### config.mk
export PLATFORM = sky130hd
export DESIGN_NAME = prbs9_byte_gen
export DESIGN_NICKNAME = d
export VERILOG_FILES = /design/src/rtl/rx_check_pkg.sv /design/src/rtl/prbs9_byte_gen.sv
export SDC_FILE = /design/constraint.sdc
export NUM_CORES = 1
export LEC_CHECK = 0
export ABC_AREA = 0
export BUFFER_PORTS_ARGS = -buffer_cell sky130_fd_sc_hd__buf_2
export CELL_PAD_IN_SITES_DETAIL_PLACEMENT = 0
export CELL_PAD_IN_SITES_GLOBAL_PLACEMENT = 2
export CORE_MARGIN = 2
export CORE_UTILIZATION = 30
export CTS_CLUSTER_DIAMETER = 120
export DETAILED_ROUTE_END_ITERATION = 7
export MAX_ROUTING_LAYER = met4
export PLACE_DENSITY_LB_ADDON = 0.1
export SLEW_MARGIN = 20
export SYNTH_ARGS = -nofsm -noshare
export SYNTH_HDL_FRONTEND = slang
export SYNTH_SLANG_ARGS = --single-unit
### constraint.sdc
create_clock -name clk_1M024 -period 1.5 [get_ports clk_1M024]
set_input_delay 0.225 -clock clk_1M024 [delete_from_list [all_inputs] [get_ports clk_1M024]]
set_output_delay 0.225 -clock clk_1M024 [all_outputs]
set_load 0.02 [all_outputs]
### src/rtl/rx_check_pkg.sv
// rx_check_pkg: shared PRBS-9 constants, FSM encoding and counter widths for the Rx frame checker
package rx_check_pkg;
  localparam logic [8:0] PRBS9_SEED = 9'h1FF;
  localparam int PRBS9_TAP_A = 8;
  localparam int PRBS9_TAP_B = 4;
  localparam logic [0:0] ST_IDLE = 1'b0;
  localparam logic [0:0] ST_IN_FRAME = 1'b1;
  localparam int BIT_CNT_W = 32;
  localparam int FRAME_CNT_W = 16;
  localparam int BYTE_CNT_W = 16;
  localparam int STREAK_W = 8;
  typedef struct packed {
    logic [8:0] s;
    logic [7:0] b;
  } prbs9_step_t;
  function automatic prbs9_step_t prbs9_step8(input logic [8:0] s_in);
    prbs9_step_t r;
    r.s = s_in;
    r.b = '0;
    for (int i = 0; i < 8; i++) begin
      r.b = {r.b[6:0], r.s[PRBS9_TAP_A]};
      r.s = {r.s[7:0], r.s[PRBS9_TAP_A] ^ r.s[PRBS9_TAP_B]};
    end
    return r;
  endfunction
endpackage

### src/rtl/prbs9_byte_gen.sv
// prbs9_byte_gen: byte-wide PRBS-9 reference, exp_byte is the next expected byte (seed byte while load)
module prbs9_byte_gen
  import rx_check_pkg::*;
(
  input  logic       clk_1M024,
  input  logic       rst_n_1M024,
  input  logic       load,
  input  logic       adv,
  output logic [7:0] exp_byte
);
  logic [8:0] s;
  prbs9_step_t nx;
  // eight LFSR steps from either the seed or the running state
  always_comb nx = prbs9_step8(load ? PRBS9_SEED : s);
  assign exp_byte = nx.b;
  // keep the LFSR aligned with the compared byte stream
  always_ff @(posedge clk_1M024)
    if (!rst_n_1M024) s <= PRBS9_SEED;
    else if (adv) s <= nx.s;
    else if (load) s <= PRBS9_SEED;
endmodule

Word level (Yosys, flattened, before mapping)

Cells that the tools add are included.

Output and inout port bits: 8
Register bits after elaboration: 9
Input bits: 4

Bitwise operators: 8
Muxes and demuxes: 2

Operator list:

| cell             | count |
|---|---|
| 2-to-1 mux 9 bit | 2 |
| XOR 1 bit        | 8 |

Depth between registers and ports, before layout

Gate-level depths: netlist (run 1).

Depth after elaboration: 4
Mapped depth: 3
Gate-level depth less buffers: 2

Worst setup path before layout (run 1)

No wires, ideal clock.

Path kind: register to register
Start point: register s[4]
End point: register s[2]
Library setup time: 0.120 ns
Arrival: 1.071 ns
Stages on the path, launching flop included: 3
Setup slack: 0.309 ns
Path buffers: 0
Data required time: 1.380 ns
Cells stage by stage: dfxtp_1 > xor3_1 > a211o_1

Cells in the longest elaborated chain, start to end: 4

RTL lines:

| what                   | line                 | source |
|---|---|---|
| start, declared        | prbs9_byte_gen.sv:11 | `logic [8:0] s;` |
| start signal, assigned | prbs9_byte_gen.sv:19 | `else if (adv) s <= nx.s;` |
| 2-to-1 mux 9 bit       | n/a                  |  |
| XOR 1 bit (2 in a row) | rx_check_pkg.sv:22   | `r.s = {r.s[7:0], r.s[PRBS9_TAP_A] ^ r.s[PRBS9_TAP_B]};` |
| 2-to-1 mux 9 bit       | prbs9_byte_gen.sv:19 |  |

Every way passes these cells.
A chain may end at the register's enable or synchronous reset.

Worst setup path in the final report (run 1)

Start point: register s[3]
End point: output exp_byte[2]

Cells in the longest elaborated chain, start to end: 1

RTL lines:

| what             | line                | source |
|---|---|---|
| 2-to-1 mux 9 bit | n/a                 |  |
| end, declared    | prbs9_byte_gen.sv:9 | `output logic [7:0] exp_byte` |

Every way passes these cells.

==> results of run 1 <==
## placed cells by master (no fill, tap or decap)
cell type,instances
sky130_fd_sc_hd__xnor2_1,5
sky130_fd_sc_hd__clkbuf_1,1
sky130_fd_sc_hd__nand2b_1,2
sky130_fd_sc_hd__o21bai_1,5
sky130_fd_sc_hd__a211o_1,4
sky130_fd_sc_hd__o211ai_1,5
sky130_fd_sc_hd__xor3_1,3
sky130_fd_sc_hd__nor2b_1,4
sky130_fd_sc_hd__buf_2,11
sky130_fd_sc_hd__dfxtp_1,9
sky130_fd_sc_hd__or2_2,8
sky130_fd_sc_hd__clkbuf_4,3
## worst max path at each step
stage	to	cells past startpoint	slack, ns
after global placement	s[1]	2	0.29
after detailed placement	s[2]	2	0.26
final	exp_byte[2]	2	0.18
after floorplan	s[2]	2	0.31
after CTS	exp_byte[2]	2	0.17
after global routing	exp_byte[2]	2	0.13
## power groups by stage
| stage | Clock (mW) | Sequential (mW) | Combinational [mW] |
|---|---|---|---|
| floorplan | 0 | 0.272 | 0.0960 |
| CTS | 0.202 | 0.274 | 0.112 |
| finish | 0.190 | 0.274 | 0.110 |
| global placement | 0 | 0.279 | 0.110 |
| global route | 0.213 | 0.276 | 0.122 |
| detailed placement | 0 | 0.280 | 0.111 |
## routing by layer
metal	share of wire (%)	wire length, um	up-vias	track usage [%]
li1	-	-	193	-
met4	1.3	12	0	7.06
met2	44	408	11	14.6
met5	0	0	-	-
met3	6.8	64	2	6.00
met1	48	449	169	14.2
## worst max-delay path: stages, from the launching register on
cell and delay, ns:
sky130_fd_sc_hd__dfxtp_1 0.38, sky130_fd_sc_hd__or2_2 0.29, sky130_fd_sc_hd__buf_2 0.16
## layout make-up
cell class	count	area, um2
fill	165	965
sequential	9	180
timing repair buffer	11	55.1
multi-input combinational	36	313
tap	16	20.0
clock buffer	4	26.3
## cells by family after synthesis
| logic type | after synthesis | share of synthesized area (%) |
|---|---|---|
| AO/OA/AOI/OAI | 14 | 21.5 |
| AND/OR/NAND/NOR | 14 | 17.1 |
| flip-flops | 9 | 35.2 |
| XOR/XNOR | 8 | 22.5 |
| buffers and inverters | 3 | 3.67 |
## stage by stage
step	total power [mW]	hold slack [ns]	util (%)
after CTS	0.588	0.208	38.1
final	0.574	0.219	38.1
after floorplan	0.368	0.314	-
after detailed placement	0.391	0.491	36.4
after global routing	0.611	0.211	38.1
after global placement	0.389	0.478	36.4
==> out/results.env, run 1 <==
RUN_STATUS='complete, no violations'
NUM_VIAS=375
POST_CTS_BUFFERS=0
HOLD_PATH_STARTPOINT='rst_n_1M024'
REGMOSTFLOPS='s'
DP_HPWL_UM=711
COREAREA_MM2=0.00156
LAYOUT_TOP_REGISTERS='s: 9 flops'
SYNTH_FF_TYPE='sky130_fd_sc_hd__dfxtp_1'
LEADING_POST_SYNTHESIS_CELLS_BY_CELL_AREA='sky130_fd_sc_hd__dfxtp_1, sky130_fd_sc_hd__xor3_1, sky130_fd_sc_hd__or2_2'
PLACE_INST=72
FINISH.INSTANCE_AREA_UM2=594
POWER_LEAKAGE_nW=0.240
WIRE_LENGTH_OF_THE_FIRST_GLOBAL_ROUTING_PASS_MM=1.56
IR_WORST_VDD_V=0.000562
TIMING.CRITICAL_PATH.ARRIVAL_NS=1.09
DIE_W_UM=45.3
DETAIL_ROUTE.WL_PER_CELL_UM=12.3
CLOCKBUFFERDEPTH=2
NUM_IO_PINS=12
MIN_PATH_CELLS=2
SYNTH-EDFF-COUNT=0
KIND_OF_START_POINT_OF_THE_CRITICAL_PATH='flip-flop'
R2R_SETUP_SLACK_NS=0.24
TRACK_USAGE_PCT=11.5
DRCVIOLATIONCOUNT=0
POST_DRT_VIA_CELL_RATIO=4.93
POSTCTSHOLDBUFS=0
DRIVE_GT1_SHARE_PCT=36.7
POWER_DENSITY_mW_PER_MM2=966
SYNTH.LARGEST_AREA_CELL='sky130_fd_sc_hd__dfxtp_1'
POWER_SWITCHING_SHARE_PCT=26.6
COMB_POWER_SHARE_PCT=19.2
SYNTHESIS.NETS=52
HOLD_PATH_END='s[4]'
TNS_NS=0
IO_BUFFER_COUNT=11
TIMING.FINAL.WS_SETUP_NS=0.183
SYNTH.CELL_AREA_UM2=512
AREA.GROWTH.SYNTH_TO_FINAL_PCT=16.1
PLACEDINSTANCEAREA_UM2=568
H_TREE_DEPTH=1
NUMBER_OF_ANTENNA_VIOLATIONS_AT_THE_FIRST_CHECK_IN_GLOBAL_ROUTING=0
PATH_CLK_SLEW_NS=0.06
HOLD_CLASS='in -> reg'
FINAL-INSTANCE-COUNT-EXCL-FILL=76
PRECTSSETUPSLACK_NS=0.261
CTS_ROOT_BUF='sky130_fd_sc_hd__clkbuf_4'
MAXSLEWHEADROOM_PCT=83.0
FLOORPLAN.DIE_AREA_MM2=0.00205
SETUP_VIOLATIONS=0
TIMING.CRITICAL_PATH.FANOUT_MAX=5
PWR-SHARE-SEQ_PCT=47.7
DETAIL_ROUTE.FIRST_PASS.ITERATIONS=4
TIMING.CRITICAL_PATH.FROM='s[3]'
WL_UM=935
TIMING.SETUP.CRITICAL_PATH_CLASS='reg -> out'
POST-SYNTH-TOP-AREA-FRACTION_PCT=35.2
MAXIMUM_NUMBER_OF_PINS_ON_ONE_NET_BEFORE_GLOBAL_ROUTE_REPAIR=16
NUMBER_OF_FLIP_FLOPS_UNDER_THE_LARGEST_REGISTER_NAME=9
SYNTH_SEQ_AREA_SHARE_PCT=35.2
INTERNAL_POWER_CONTRIBUTION_mW=0.422
GRT_PASS1_VIAS=345
INSERTEDDIODECOUNT=0
LAYOUT_WORST_PATH_CYCLE_SHARE_PCT=87.8
GRT_SETUP_UNREPAIRED='false'
MAXCLOCKFREQUENCY_MHz=759
MAXCAPVIOLATIONS=0
EFFECTIVE_UTILIZATION_AT_FLOORPLAN_PCT=32.8
CLOCK-SINKS=9
PLACE.GP.CONGESTION=0.650
NET-SWITCHING-POWER_mW=0.153
TIGHTEST_SLEW_NS=0.255
SYNTHESIS.INSTANCES=48
FINALWORSTPATHREQUIREDPERIOD_NS=1.32
END_KIND='output pin'
INSERTED_CLOCK_BUFFERS=3
YOSYSUNIQUECELLTYPES=11
FINCLKSKEW_NS=0.00144
REQ_TIME_CRIT_PATH_NS=1.27
POSTSYNTH.ASYNCRESETSHARE_PCT=0
GR-TOTAL-OVERFLOW=0
TRITONCTS_CLOCK_TREE='done'
SYNTHESIS.AREA_PER_INSTANCE_UM2=10.7
YOSYSWARNINGCOUNT=0
PWR-SHARE-CLK_PCT=33.0
MAXSLEWVIOLCOUNT=0
FLOORPLAN.ROWS=14
LEADING_POST_SYNTHESIS_CELLS_BY_INSTANCE_COUNT='sky130_fd_sc_hd__dfxtp_1, sky130_fd_sc_hd__or2_2, sky130_fd_sc_hd__o211ai_1, sky130_fd_sc_hd__o21bai_1, sky130_fd_sc_hd__xnor2_1'
DRT_FIRST_ITER_VIOLATIONS=7
YOSYS.CELL_COUNT.TOP_TYPE='sky130_fd_sc_hd__dfxtp_1'
REGISTER_BIT_TOTAL_FROM_SYNTHESIS=9
FF2FF_PATH_DEPTH=2
FINALNETCOUNT=65
CHIPHEIGHT_UM=45.3
ANTENNA_VIOLATING_NETS_POST_ROUTE=0
POST_CTS_RESIZED=0
REG2REG_TO='s[2]'
CRITICAL_PATH.REG2REG.STARTPOINT='s[4]'
HOLD_FAILS_FINAL_RPT=0
WORSTSKEWPAIRLATENCY_NS=0.26
(Power assumes the default switching activity.)
==> run 2: changes to the inputs <==
==> constraint.sdc (replaced) <==
create_clock -name clk_1M024 -period 1.5 [get_ports clk_1M024]
set_input_delay 0 -clock clk_1M024 [delete_from_list [all_inputs] [get_ports clk_1M024]]
set_output_delay 0 -clock clk_1M024 [all_outputs]
set_load 0.02 [all_outputs]
==> run 2 against run 1 <==
Compared with the run above: count of clock-buffer cells in the layout stayed put; combinational power hardly changed; register-to-register slack barely moved; non-clock buffer count is 1 higher; critical endpoint is now s[2]; largest cell class unchanged; highest routed layer unchanged.
==> out/results.env, run 2 (synthesis results as in run 1) <==
FINALNETCOUNT=66
REG2REG_TO='s[2]'
NUM_IO_PINS=12
MAXIMUM_NUMBER_OF_PINS_ON_ONE_NET_BEFORE_GLOBAL_ROUTE_REPAIR=16
CRITICAL_PATH.CELL_CHAIN='xor3_1 > a211o_1'
LAYOUT_WORST_PATH_CYCLE_SHARE_PCT=83.9
PLACE.GP.CONGESTION=0.650
WIRE_LENGTH_OF_THE_FIRST_GLOBAL_ROUTING_PASS_MM=1.56
AREA.GROWTH.SYNTH_TO_FINAL_PCT=18.1
SETUP_VIOLATIONS=0
MAXSLEWHEADROOM_PCT=83.0
MAXCAPVIOLATIONS=0
FINALHOLDWORSTSLACK_NS=0.131
CLOCKBUFFERDEPTH=2
POSTCTSHOLDBUFS=1
RUN_STATUS='complete, no violations'
INSERTEDDIODECOUNT=0
DIE_W_UM=45.3
REGAREA_UM2=180
HOLD_PATH_END='s[0]'
CHIPHEIGHT_UM=45.3
H_TREE_DEPTH=1
TIGHTEST_SLEW_NS=0.255
CLOCK-SINKS=9
LAYOUT.CELLS.MOST_COMMON_LIST='sky130_fd_sc_hd__buf_2, sky130_fd_sc_hd__dfxtp_1, sky130_fd_sc_hd__or2_2'
KIND_OF_START_POINT_OF_THE_CRITICAL_PATH='flip-flop'
DRCVIOLATIONCOUNT=0
REQ_TIME_CRIT_PATH_NS=1.65
SLOWEST_STAGE='sky130_fd_sc_hd__xor3_1'
PATH_CLK_SLEW_NS=0.06
END_KIND='flip-flop'
NUMBER_OF_ANTENNA_VIOLATIONS_AT_THE_FIRST_CHECK_IN_GLOBAL_ROUTING=0
HOLD_FAILS_FINAL_RPT=0
TIMING.CRITICAL_PATH.ARRIVAL_NS=1.41
GRT_PASS1_VIAS=345
POST-ROUTE-UTIL_PCT=38.8
IO_BUFFER_COUNT=11
REGMOSTFLOPS='s'
MULTI_INPUT_COMB_AREA_UM2=313
MAXSLEWVIOLCOUNT=0
EFFECTIVE_UTILIZATION_AT_FLOORPLAN_PCT=32.8
R2R_SETUP_SLACK_NS=0.24
HOLD_CLASS='in -> reg'
IR_WORST_VDD_V=0.000562
FINCLKSKEW_NS=0.00144
TIMING.CRITICAL_PATH.FANOUT_MAX=5
POWER_LEAKAGE_nW=0.245
HOLD_PATH_STARTPOINT='adv'
TRITONCTS_CLOCK_TREE='done'
TIMING.SETUP.CRITICAL_PATH_CLASS='reg -> reg'
POST_CTS_BUFFERS=0
DRIVE_GT1_SHARE_PCT=36.1
POST_CTS_RESIZED=0
DP_HPWL_UM=711
FINALWORSTPATHREQUIREDPERIOD_NS=1.26
NUMBER_OF_FLIP_FLOPS_UNDER_THE_LARGEST_REGISTER_NAME=9
LAYOUT_TOP_REGISTERS='s: 9 flops'
DETAIL_ROUTE.WL_PER_CELL_UM=12.2
GRT_SETUP_UNREPAIRED='false'
FLOORPLAN.ROWS=14
LAYOUT.CELLS.MOST_COMMON='sky130_fd_sc_hd__buf_2'
ANTENNA_VIOLATING_NETS_POST_ROUTE=0
DRT_FIRST_ITER_VIOLATIONS=7
CRITICAL_PATH.REG2REG.STARTPOINT='s[4]'
POWER_DENSITY_mW_PER_MM2=954
N_FILL_CELL=164
WL_UM=938
FLOORPLAN.DIE_AREA_MM2=0.00205
GR-TOTAL-OVERFLOW=0
MAXCLOCKFREQUENCY_MHz=794
DETAIL_ROUTE.FIRST_PASS.ITERATIONS=4
TRACK_USAGE_PCT=11.5
NUM_VIAS=377
MIN_PATH_CELLS=2
TNS_NS=0
CRITPATHMAXSTAGEDELAY_NS=0.43
WORSTSKEWPAIRLATENCY_NS=0.26
FF2FF_PATH_DEPTH=2
POST_DRT_VIA_CELL_RATIO=4.90
COREAREA_MM2=0.00156
INSERTED_CLOCK_BUFFERS=3
CTS_ROOT_BUF='sky130_fd_sc_hd__clkbuf_4'
-- run 2: cell types whose count changed in the layout (fill, tap and decap cells not counted) --
cell                            previous run  this run
sky130_fd_sc_hd__dlygate4sd3_1             0         1
-- run 2: how the worst max path moves through the flow --
stage | from | endpoint | slack [ns]
finish | s[4] | s[2] | 0.24
global route | s[4] | s[2] | 0.20
CTS | s[4] | s[2] | 0.25
detailed placement | s[4] | s[2] | 0.26
global placement | s[7] | s[1] | 0.29
floorplan | s[4] | s[2] | 0.31
-- run 2: metal layers --
metal	global-route usage, %	vias to the layer above	part of all wire, %
met5	-	-	0
met1	14.2	169	49
met4	7.06	0	1.3
met2	14.6	11	43
li1	-	195	-
met3	6.00	2	6.5
-- run 2: cell type report --
cell class                 count  share of cell area, %
tap                           16                   3.31
sequential                     9                   29.8
multi-input combinational     36                   51.8
clock buffer                   4                   4.35
timing repair buffer          12                   10.8
-- run 2: critical path: cells and delay by family (launching register included) --
family	cells	cell delay, ns
XOR/XNOR	1	0.43
flip-flops	1	0.42
AO/OA/AOI/OAI	1	0.30
-- run 2: where the power goes --
part	internal, mW	leakage (nW)	total (mW)	switching [mW]
clock	0.103	0.0150	0.190	0.0871
combinational	0.0662	0.155	0.112	0.0462
sequential	0.254	0.0747	0.274	0.0198
total	0.423	0.245	0.576	0.153
-- run 2: per-stage QoR --
step                setup WS (ns)  cell area, um2  cells  total power, mW
floorplan                   0.309             512     48            0.368
global placement            0.286             568     72            0.389
detailed placement          0.261             568     72            0.391
CTS                         0.246             604     77            0.590
global route                0.196             604     77            0.613
finish                      0.241             604     77            0.576
==> run 3: changes to the inputs <==
- CORE_UTILIZATION: 30 -> 28
- clock period: 1.5 -> 1 ns (I/O delays scaled with it)
==> run 3 against run 2 <==
Compared with the run above: non-clock buffer count grew 12; combinational power grew 130%; hold slack gained 0.012 ns; fmax grew 13%; critical path type unchanged; the flow now finishes with violations (setup timing); critical endpoint is now s[1]; global-route usage grew 2.9 points; register-to-register slack lost 0.35 ns; final area grew 34%; first-iteration DRC count shrank 14%; count of clock-buffer cells in the layout is the same.
==> out/results.env, run 3 (synthesis results as in run 1) <==
DIE_W_UM=46.8
POWER_LEAKAGE_nW=0.345
HOLD_FAILS_FINAL_RPT=0
CRITICAL-PATH-TOP-DELAY-FAMILY='XOR/XNOR gates'
NUMBER_OF_FLIP_FLOPS_UNDER_THE_LARGEST_REGISTER_NAME=9
LAYOUT_WORST_PATH_CYCLE_SHARE_PCT=111
PRECTSSETUPSLACK_NS=-0.133
IR_WORST_VDD_V=0.000606
IO_BUFFER_COUNT=11
FLOORPLAN.ROWS=15
TRITONCTS_CLOCK_TREE='done'
KIND_OF_START_POINT_OF_THE_CRITICAL_PATH='flip-flop'
ANTENNA_VIOLATING_NETS_POST_ROUTE=0
POWER_SWITCHING_SHARE_PCT=26.5
FINISH.INSTANCE_AREA_UM2=812
FAILED_CHECKS='setup timing'
NUMBER_OF_ANTENNA_VIOLATIONS_AT_THE_FIRST_CHECK_IN_GLOBAL_ROUTING=0
REQ_TIME_CRIT_PATH_NS=1.15
DRT_FIRST_ITER_VIOLATIONS=6
INSERTED_CLOCK_BUFFERS=3
LAYOUT.CELLS.MOST_COMMON_LIST='sky130_fd_sc_hd__buf_6, sky130_fd_sc_hd__or2_4, sky130_fd_sc_hd__buf_4, sky130_fd_sc_hd__dfxtp_2'
FLOORPLAN.DIE_AREA_MM2=0.00219
DRCVIOLATIONCOUNT=0
CHIPHEIGHT_UM=46.8
PATH_CLK_SLEW_NS=0.06
MAXCLOCKFREQUENCY_MHz=901
GRT_PASS1_VIAS=484
GRT_SETUP_UNREPAIRED='true'
NET-SWITCHING-POWER_mW=0.252
WORSTSKEWPAIRLATENCY_NS=0.26
DP_HPWL_UM=815
COMB_POWER_SHARE_PCT=27.5
SETUP_VIOLATIONS=11
TIMING.CRITICAL_PATH.ARRIVAL_NS=1.26
CRITICAL_PATH.N_BUFFERS_INVERTERS=0
PWR-SHARE-CLK_PCT=29.9
TIMING.CRITICAL_PATH.FANOUT_MAX=2
INSERTEDDIODECOUNT=0
MAXCAPVIOLATIONS=0
FINALNETCOUNT=78
PLACE.GP.CONGESTION=0.757
CLOCKBUFFERDEPTH=2
TRACK_USAGE_PCT=14.4
NUM_VIAS=431
TIGHTEST_SLEW_NS=0.244
PWR-SHARE-SEQ_PCT=42.6
SLOWEST_STAGE='sky130_fd_sc_hd__xor3_1'
COREAREA_MM2=0.00173
CLOCK-SINKS=9
FINALWORSTPATHREQUIREDPERIOD_NS=1.11
WL_MM=1.19
H_TREE_DEPTH=1
CRITPATHMAXSTAGEDELAY_NS=0.40
END_KIND='flip-flop'
FINCLKSKEW_NS=0.000393
TIMING.FINAL.WS_SETUP_NS=-0.110
EFFECTIVE_UTILIZATION_AT_FLOORPLAN_PCT=29.6
MAXSLEWVIOLCOUNT=0
DETAIL_ROUTE.WL_PER_CELL_UM=12.1
DETAIL_ROUTE.FIRST_PASS.ITERATIONS=2
RUN_STATUS='complete, but fails checks'
PLACEDINSTANCEAREA_UM2=631
MAXSLEWHEADROOM_PCT=83.7
N_FILL_CELL=182
DRIVE_GT1_SHARE_PCT=58.9
AREA.GROWTH.SYNTH_TO_FINAL_PCT=58.7
POST-ROUTE-UTIL_PCT=47.0
POWER_DENSITY_mW_PER_MM2=1170
TNS_NS=-0.686
POWER.TOTAL_mW=0.952
WIRE_LENGTH_OF_THE_FIRST_GLOBAL_ROUTING_PASS_MM=2.02
INTERNAL_POWER_CONTRIBUTION_mW=0.700
CTS_ROOT_BUF='sky130_fd_sc_hd__clkbuf_4'
MAXIMUM_NUMBER_OF_PINS_ON_ONE_NET_BEFORE_GLOBAL_ROUTE_REPAIR=16
CRITICAL_PATH.CELL_CHAIN='xor3_1 > a211o_1'
LAYOUT_TOP_REGISTERS='s: 9 flops'
REGMOSTFLOPS='s'
HOLD_CLASS='in -> reg'
POST_DRT_VIA_CELL_RATIO=4.40
TIMING.SETUP.CRITICAL_PATH_CLASS='reg -> reg'
GR-TOTAL-OVERFLOW=0
LAYOUT.CELLS.MOST_COMMON='sky130_fd_sc_hd__buf_6'
NUM_IO_PINS=12
## run 3: changes by cell type in the layout (fill, tap and decap cells not counted)
cell	delta
sky130_fd_sc_hd__or2_4	+7
sky130_fd_sc_hd__dfxtp_2	+6
sky130_fd_sc_hd__buf_6	+13
sky130_fd_sc_hd__buf_2	-7
sky130_fd_sc_hd__xnor2_1	-1
sky130_fd_sc_hd__buf_4	+6
sky130_fd_sc_hd__dfxtp_1	-8
sky130_fd_sc_hd__xnor2_2	+1
sky130_fd_sc_hd__dfxtp_4	+2
sky130_fd_sc_hd__or2_2	-7
## run 3: path summary, 6_finish.rpt
path              start  endpoint  slack (ns)  depth (start not counted)
setup / recovery   s[7]      s[1]       -0.11                          2
hold / removal      adv      s[8]        0.14                          2
setup reg to reg   s[7]      s[1]       -0.11                          2
hold reg to reg    s[0]      s[8]        0.53                          1
## run 3: power groups by stage
stage                     Clock, mW  Sequential, mW  Combinational [mW]
after CTS                     0.303           0.404               0.255
after global routing          0.333           0.408               0.283
after global placement            0           0.413               0.193
after detailed placement          0           0.413               0.198
final                         0.284           0.405               0.262
after floorplan                   0           0.411               0.140
## run 3: per-layer routing
metal | part of all wire, % | track usage [%]
met5 | 0 | -
met4 | 0.76 | 8.33
met3 | 3.0 | 4.62
met2 | 50 | 23.3
met1 | 46 | 15.5
## run 3: stage by stage
| stage | hold WS, ns | cells |
|---|---|---|
| 2_1_floorplan | 0.0887 | 48 |
| 3_3_place_gp | 0.257 | 87 |
| 3_5_place_dp | 0.259 | 87 |
| 4_1_cts | 0.131 | 98 |
| 5_1_grt | 0.154 | 98 |
| 6_report | 0.144 | 98 |
## run 3: what timing repair did
action,CTS,global route
pin swaps,0,1
cloned,0,0
gates resized for setup,30,3
setup endpoints to repair,11,13
hold endpoints to repair,4,0
hold buffers,1,0
setup buffers,6,0
## run 3: layout make-up
cell class              count  area [um2]  share of cell area, %
multi-input cells          36         338                   41.6
clock buffers               4        26.3                   3.24
repair buffers             24         221                   27.3
well taps                  25        31.3                   3.85
flip-flops and latches      9         195                   24.0
